$ cat src/rtl/video_mem_arbiter.sv
// video_mem_arbiter
//   Memory-side responder for the video fetch engine. It shares one
//   synchronous 8-bit RAM port between video fetches and the CPU bus, and
//   video always wins. It also decodes the display soft switches at
//   SW_BASE..SW_BASE+7.
//
// Ports
//   clk_25mhz, reset            clock (posedge); async active-high reset
//   read_mem, vid_addr          video fetch strobe (2-cycle level) and address
//   vid_data                    last fetched video byte, held between fetches
//   cpu_req/we/addr/wdata       CPU request, held until cpu_ack
//   cpu_rdata, cpu_ack          read data and one-cycle completion pulse
//   ram_en/we/addr/wdata        RAM port (combinational from the grant)
//   ram_rdata                   RAM read data, 1-cycle latency
//   text, mix, page2, hires     display mode soft switches
module video_mem_arbiter #(
  parameter logic [15:0] RAM_TOP = 16'hBFFF,
  parameter logic [15:0] SW_BASE = 16'hC050
) (
  input  logic        clk_25mhz,
  input  logic        reset,
  input  logic        read_mem,
  input  logic [15:0] vid_addr,
  output logic [7:0]  vid_data,
  input  logic        cpu_req,
  input  logic        cpu_we,
  input  logic [15:0] cpu_addr,
  input  logic [7:0]  cpu_wdata,
  output logic [7:0]  cpu_rdata,
  output logic        cpu_ack,
  output logic        ram_en,
  output logic        ram_we,
  output logic [15:0] ram_addr,
  output logic [7:0]  ram_wdata,
  input  logic [7:0]  ram_rdata,
  output logic        text,
  output logic        mix,
  output logic        page2,
  output logic        hires
);

  typedef enum logic [1:0] {C_IDLE, C_WAIT, C_DATA, C_ACK} cpu_state_e;

  cpu_state_e  state_q, state_d;
  logic        read_mem_q;
  logic        tag_q;        // 1: the RAM cycle just issued belonged to video
  logic        cap_ram_q;    // 1: the CPU access in C_DATA is a RAM read
  logic [7:0]  vid_data_q;
  logic [7:0]  cpu_rdata_q;
  logic        text_q, mix_q, page2_q, hires_q;

  logic        vstart;
  logic        cpu_is_ram;
  logic        sw_hit;
  logic [15:0] sw_off;
  logic        cpu_gnt;

  // Only the rising edge of read_mem fetches; the second high cycle is idle.
  assign vstart     = read_mem & ~read_mem_q;
  assign cpu_is_ram = (cpu_addr <= RAM_TOP);
  assign sw_off     = cpu_addr - SW_BASE;
  assign sw_hit     = ~cpu_is_ram && (cpu_addr >= SW_BASE) && (sw_off[15:3] == 13'd0);

  // CPU FSM: next state and grant. Non-RAM addresses never wait for video.
  always_comb begin
    state_d = state_q;
    cpu_gnt = 1'b0;
    case (state_q)
      C_IDLE: if (cpu_req) state_d = C_WAIT;
      C_WAIT: begin
        if (!cpu_is_ram) begin
          state_d = C_DATA;
        end else if (!vstart) begin
          cpu_gnt = 1'b1;
          state_d = C_DATA;
        end
      end
      C_DATA:  state_d = C_ACK;
      C_ACK:   state_d = C_IDLE;
      default: state_d = C_IDLE;
    endcase
  end

  // RAM port; video has priority in the same cycle.
  assign ram_en    = ~reset & (vstart | cpu_gnt);
  assign ram_we    = ~reset & cpu_gnt & cpu_we;
  assign ram_addr  = vstart ? vid_addr : cpu_addr;
  assign ram_wdata = cpu_wdata;

  always_ff @(posedge clk_25mhz or posedge reset) begin
    if (reset) begin
      state_q     <= C_IDLE;
      read_mem_q  <= 1'b0;
      tag_q       <= 1'b0;
      cap_ram_q   <= 1'b0;
      vid_data_q  <= 8'h00;
      cpu_rdata_q <= 8'h00;
      text_q      <= 1'b1;
      mix_q       <= 1'b0;
      page2_q     <= 1'b0;
      hires_q     <= 1'b0;
    end else begin
      state_q    <= state_d;
      read_mem_q <= read_mem;
      tag_q      <= vstart;
      cap_ram_q  <= cpu_gnt & ~cpu_we;
      // ram_rdata now carries the data of the cycle the tag recorded.
      if (tag_q) vid_data_q <= ram_rdata;
      if (state_q == C_DATA) cpu_rdata_q <= cap_ram_q ? ram_rdata : 8'h00;
      // Soft switch: bits [2:1] pick the switch, bit 0 is its new value.
      if (state_q == C_WAIT && sw_hit) begin
        case (sw_off[2:1])
          2'd0: text_q  <= sw_off[0];
          2'd1: mix_q   <= sw_off[0];
          2'd2: page2_q <= sw_off[0];
          2'd3: hires_q <= sw_off[0];
        endcase
      end
    end
  end

  assign cpu_ack   = (state_q == C_ACK);
  assign cpu_rdata = cpu_rdata_q;
  assign vid_data  = vid_data_q;
  assign text      = text_q;
  assign mix       = mix_q;
  assign page2     = page2_q;
  assign hires     = hires_q;

endmodule

$ cat config.mk
export PLATFORM = sky130hd
export DESIGN_NAME = video_mem_arbiter
export DESIGN_NICKNAME = d
export VERILOG_FILES = /design/src/rtl/video_mem_arbiter.sv
export SDC_FILE = /design/constraint.sdc
export NUM_CORES = 1
export LEC_CHECK = 0
export CORE_MARGIN = 1
export CORE_UTILIZATION = 38
export DETAILED_ROUTE_END_ITERATION = 8
export PLACE_DENSITY = 0.93
export SETUP_SLACK_MARGIN = 0.02
export SKIP_CTS_REPAIR_TIMING = 1
export SYNTH_ARGS = -nofsm -noshare
export SYNTH_HDL_FRONTEND = slang
export SYNTH_SLANG_ARGS = --single-unit
export TNS_END_PERCENT = 100
$ cat constraint.sdc
create_clock -name clk_25mhz -period 2.7 [get_ports clk_25mhz]
set_input_delay 0.81 -clock clk_25mhz [delete_from_list [all_inputs] [get_ports clk_25mhz]]
set_output_delay 0.81 -clock clk_25mhz [all_outputs]
set_load 0.005 [all_outputs]
# [Word level (Yosys, flattened, before mapping)]
# Index checks and enable logic that the tools add are counted.
[totals] in_bits=53 register_bits=25 word_cells=51
[classes] add_sub_neg=1 n_eq_ne=8 bitwise_logic=10 n_reduce_logical=11 n_lt_le_gt_ge=2 n_mux=9
[op_table] operator="16-bit greater-or-equal comparator (second input constant)" n=1
[op_table] operator="16-bit less-or-equal comparator (second input constant)" n=1
[op_table] operator="16-bit 2-to-1 mux" n=1
[op_table] operator="16-bit subtractor (second input constant)" n=1
[op_table] operator="13-bit logical NOT" n=1
[op_table] operator="2-bit AND reduction" n=5
[op_table] operator="2-bit == test (second input constant)" n=4
[op_table] operator="8-bit 2-to-1 mux" n=1
[op_table] operator="2-bit one-hot mux with 4 select lines" n=1
[op_table] operator="2-bit 2-to-1 mux" n=3
[op_table] operator="1-bit AND" n=5
[op_table] operator="2-bit by 1-bit == test with 1-bit output (second input constant)" n=2
[op_table] operator="2-bit logical NOT" n=2
[op_table] operator="1-bit NOT" n=4
[op_table] operator="1-bit logical AND" n=3
[op_table] operator="1-bit 2-to-1 mux" n=3
[op_table] operator="3-bit inequality test (second input constant)" n=1
[op_table] operator="2-bit inequality test (second input constant)" n=1
[op_table] operator="1-bit bitwise OR" n=1

# [Longest topological paths before layout]
[logic_depth] depth_word=7 depth_mapped=7 depth_no_buf=7

# [Worst setup path before layout]
# OpenSTA, ideal clock, no wires.
[synth_timing] kind="in2reg" from="input cpu_addr[10]" to="register hires_q (netlist: hires)" stages=5 setup_slack_ns=0.216 path_buffers=0 setup_time_ns=0.127 t_required_ns=2.573 arrival_time_ns=2.357 path_cell_list="or4_4 -> o31a_1 -> nor4_2 -> nand3_1 -> mux2_1"
[synth_between] elab_chain_cells=6 elab_cells_between_ends=9 cone_classes="add/sub: 1; order compare: 2; bitwise: 1; reduce/logical: 5"
[synth_lines] item="start: declaration" line_no="27" text="input logic [15:0] cpu_addr,"
[synth_lines] item="parallel branches: the longest is 3 deep, another holds 16-bit subtractor"
[synth_lines] item="1-bit logical AND (*)" line_no="62" text="assign sw_hit = ~cpu_is_ram && (cpu_addr >= SW_BASE) && (sw_off[15:3] == 13'd0);"
[synth_lines] item="1-bit logical AND (*)" line_no="111" text="if (state_q == C_WAIT && sw_hit) begin"
[synth_lines] item="2-bit AND reduction (no source line) (*)"
[synth_lines] item="end signal: assignment" line_no="116" text="2'd3: hires_q <= sw_off[0];"
[synth_lines] item="end: declaration" line_no="50" text="logic text_q, mix_q, page2_q, hires_q;"
# Every way passes the cells marked *.
# A chain may end at the register's enable or synchronous reset.

# [Final worst setup path]
[layout_timing] from="input vid_addr[0]" to="output ram_addr[0]"
[layout_between] elab_chain_cells=1
[layout_lines] item="start: declaration" line_no="23" text="input logic [15:0] vid_addr,"
[layout_lines] item="16-bit 2-to-1 mux" line_no="87" text="assign ram_addr = vstart ? vid_addr : cpu_addr;"
[layout_lines] item="end: declaration" line_no="33" text="output logic [15:0] ram_addr,"
# Every way passes these cells.

==> results.md <==
- Ys Warns: 0
- RR Startpoint: state_q[1]
- Global route overflow: 0
- Syn-to-layout area delta: 79.7%
- Share of layout cells above drive strength 1: 18.1%
- Layout net count: 330
- WS Path Type: primary input to output port
- Worst path cell trace: clkdlybuf4s50_1 -> nand2_1 -> nand2_1 -> clkdlybuf4s50_1
- Antenna Nets Post-Route: 0
- Post-Route WL: 4.55 mm
- Skew final: 0.00142 ns
- Row cnt: 22
- Worst-Skew Late Latency: 0.26 ns
- Initial antenna violation count: 0
- Critical Path AT: 1.84 ns
- Core area: 3720 sq um
- Worst hold path type: register to register
- Routed WL per cell: 14.3 um
- Global Route Usage Sum: 21.2%
- Slew headroom: 67.0%
- Vias in the first global route: 1553
- Slew Limit Fails: 0
- # H-tree levels: 1
- Diode count: 0
- CTS tree: done
- CP Max Fanout: 1
- Layout Cells excl Fill: 319
- CTS Buf Count: 3
- Height of the die: 64.6 um
- Max Cap Violations: 0
- Slowest stage delay, CP: 0.48 ns
- Sink Count: 25
- Final Hold Viols: 0
- Clock Root Buffer: clkbuf_8
- Die area: 4170 sq um
- CP startpoint: vid_addr[0]
- Clock Pin Slew Worst Setup and Hold Paths: 0.08 ns
- Worst Path Required: 1.89 ns
- RSZ-0062 raised after global routing: yes
- Cells after DPL: 312
- Residual DRC count: 0
- Reg2reg end: hires
- Syn_nets: 231
- Post-route clock period utilization: 98.3%
- Die width: 64.6 um
- Maximum achievable frequency: 377 MHz
- Status: complete, no violations
- Final Util: 72.0%
- Via density: 4.91
- Worst Setup EP: ram_addr[0]
- CTS max path bufs: 2
- Slowest CP cell: clkdlybuf4s50_1
- Endpoint class of the critical path: output port
- #FFs+latches synth: 25
- First-pass GRT wire length: 6.96 mm
- Gate Count Post-Synth: 173
- Ports: 100
- Initial detailed-routing violation count: 47
- GP Congestion: 0.884
- Post-synthesis sequential area ratio: 42.1%
- Port bufs: 83
- Netlist Area Pre-Place: 1490 sq um
- Yosys cell types: 34
- Fin crit period: 2.65 ns
- Worst reg2reg path depth: 7
- Critical path launch point type: primary input
- Largest net degree at the start of global routing: 20
- Syn avg cell area: 8.60 sq um
- Power Dens Cells: 445 nW/um^2
- Post-detail-place hpwl: 3.44 mm
- Initial core utilization: 40.0%
- Max VDD drop: 0.498 mV
- Leakage dissipation: 1.40 nW
- DR vias: 1565
- Final setup viols: 0
- 1st-pass router iterations: 4
- Post-Route Setup TNS: 0 ns
- Setup slack, reg-to-reg: 0.77 ns
- Worst-Margin Slew: 0.494 ns
- Pre-CTS setup slack: -0.445 ns
- PnR worst setup slack: 0.0469 ns
worst max-delay path: cells and delay by family:
kind	cells	cell delay (ns)
buffers and inverters	2	0.94
AND/OR/NAND/NOR	2	0.09
per-stage QoR:
step / hold slack (ns) / cell area (sq um) / power (mW)
after detailed placement: 0.482 / 2480 / 0.977
after global routing: 0.517 / 2670 / 1.27
after CTS: 0.501 / 2530 / 1.19
after floorplan: 0.489 / 1490 / 0.687
after global placement: 0.478 / 2480 / 0.959
final: 0.500 / 2670 / 1.19
power by group:
part           internal, mW  total [mW]  leakage [nW]  switching [mW]
sequential            0.437       0.484         0.319          0.0476
combinational         0.295       0.494          1.06           0.199
clock                 0.103       0.213        0.0255           0.110
total                 0.834        1.19          1.40           0.356
final cells by class:
type                            count  area (sq um)
Clock inverter                      1          5.00
Tap cell                           48          60.1
Inverter                           15          61.3
Fill cell                         267          1040
Clock buffer                        3          41.3
Sequential cell                    25           627
Multi-Input combinational cell    117           739
Timing Repair Buffer              110          1140
per-layer routing:
| metal | vias up | wire length, um | share of wire, % | global-route usage (%) |
|---|---|---|---|---|
| met5 | - | 0 | 0 | 0 |
| met4 | 0 | 59 | 1.3 | 5.28 |
| met3 | 7 | 219 | 4.8 | 4.75 |
| met2 | 62 | 2370 | 52 | 37.0 |
| met1 | 725 | 1900 | 42 | 26.4 |
| li1 | 771 | - | - | - |
cell usage after synthesis (all sizes together):
master | count | area share [%]
nand4b | 1 | 0.59
nor3 | 5 | 1.7
nand2 | 47 | 12
o32a | 1 | 0.67
clkbuf | 7 | 1.8
o21ai | 12 | 4.0
or4 | 1 | 0.76
dfstp | 1 | 1.8
nor4bb | 1 | 0.67
nor3b | 1 | 0.50
mux2 | 13 | 9.8
buf | 9 | 4.3
o21a | 2 | 1.0
nand2b | 1 | 0.42
o31a | 1 | 0.59
nor2b | 1 | 0.42
a21oi | 2 | 0.67
nor4 | 3 | 1.7
dfrtp | 24 | 40
ha | 5 | 4.2
inv | 15 | 3.8
nand3b | 1 | 0.50
and4b | 1 | 0.67
nor2 | 3 | 0.76
a211o | 1 | 0.59
a211oi | 1 | 0.84
nor4b | 2 | 1.2
nand3 | 9 | 3.0
nand4 | 2 | 0.84
logic make-up (layout without fill, tap and decap cells):
| group | Yosys count | in the layout | share of synthesized area [%] |
|---|---|---|---|
| fa+ha+maj | 5 | 5 | 4.21 |
| flops | 25 | 25 | 42.1 |
| buf+inv | 31 | 129 | 9.84 |
| compound gates | 20 | 20 | 8.41 |
| mux | 13 | 13 | 9.84 |
| simple gates | 79 | 79 | 25.6 |
worst min path at each step:
stage	startpoint	end	slack (ns)	cells after the start
after floorplan	mix	mix	0.49	1
after global placement	mix	mix	0.48	1
after detailed placement	mix	mix	0.48	1
after CTS	mix	mix	0.50	1
after global routing	mix	mix	0.52	1
final	page2	page2	0.50	1
sequential cells by signal, summed over array words and instances (netlist names):
signal,flops
cap_ram_q,1
cpu_rdata,8
hires,1
mix,1
page2,1
read_mem_q,1
state_q,2
tag_q,1
text,1
vid_data,8
cells in the final DEF, fill, tap and decap left out, types with 2 or more instances in the layout:
cell | Yosys | layout
nor4_1 | 2 | 2
dlymetal6s2s_1 | 0 | 23
nand2_1 | 47 | 47
mux2_1 | 5 | 5
o21ai_1 | 2 | 3
dfrtp_1 | 24 | 24
nor4b_1 | 2 | 2
clkbuf_8 | 0 | 3
ha_1 | 5 | 4
nor3_1 | 5 | 5
buf_6 | 0 | 3
o21ai_0 | 10 | 9
nand4_1 | 2 | 2
mux2_2 | 8 | 8
inv_1 | 14 | 14
o21a_1 | 2 | 2
clkbuf_16 | 0 | 2
clkdlybuf4s50_1 | 0 | 58
buf_4 | 8 | 21
nor2_1 | 3 | 3
a21oi_1 | 2 | 2
clkbuf_2 | 0 | 2
nand3_1 | 9 | 9
No activity file was read; power rests on OpenSTA's default activity.
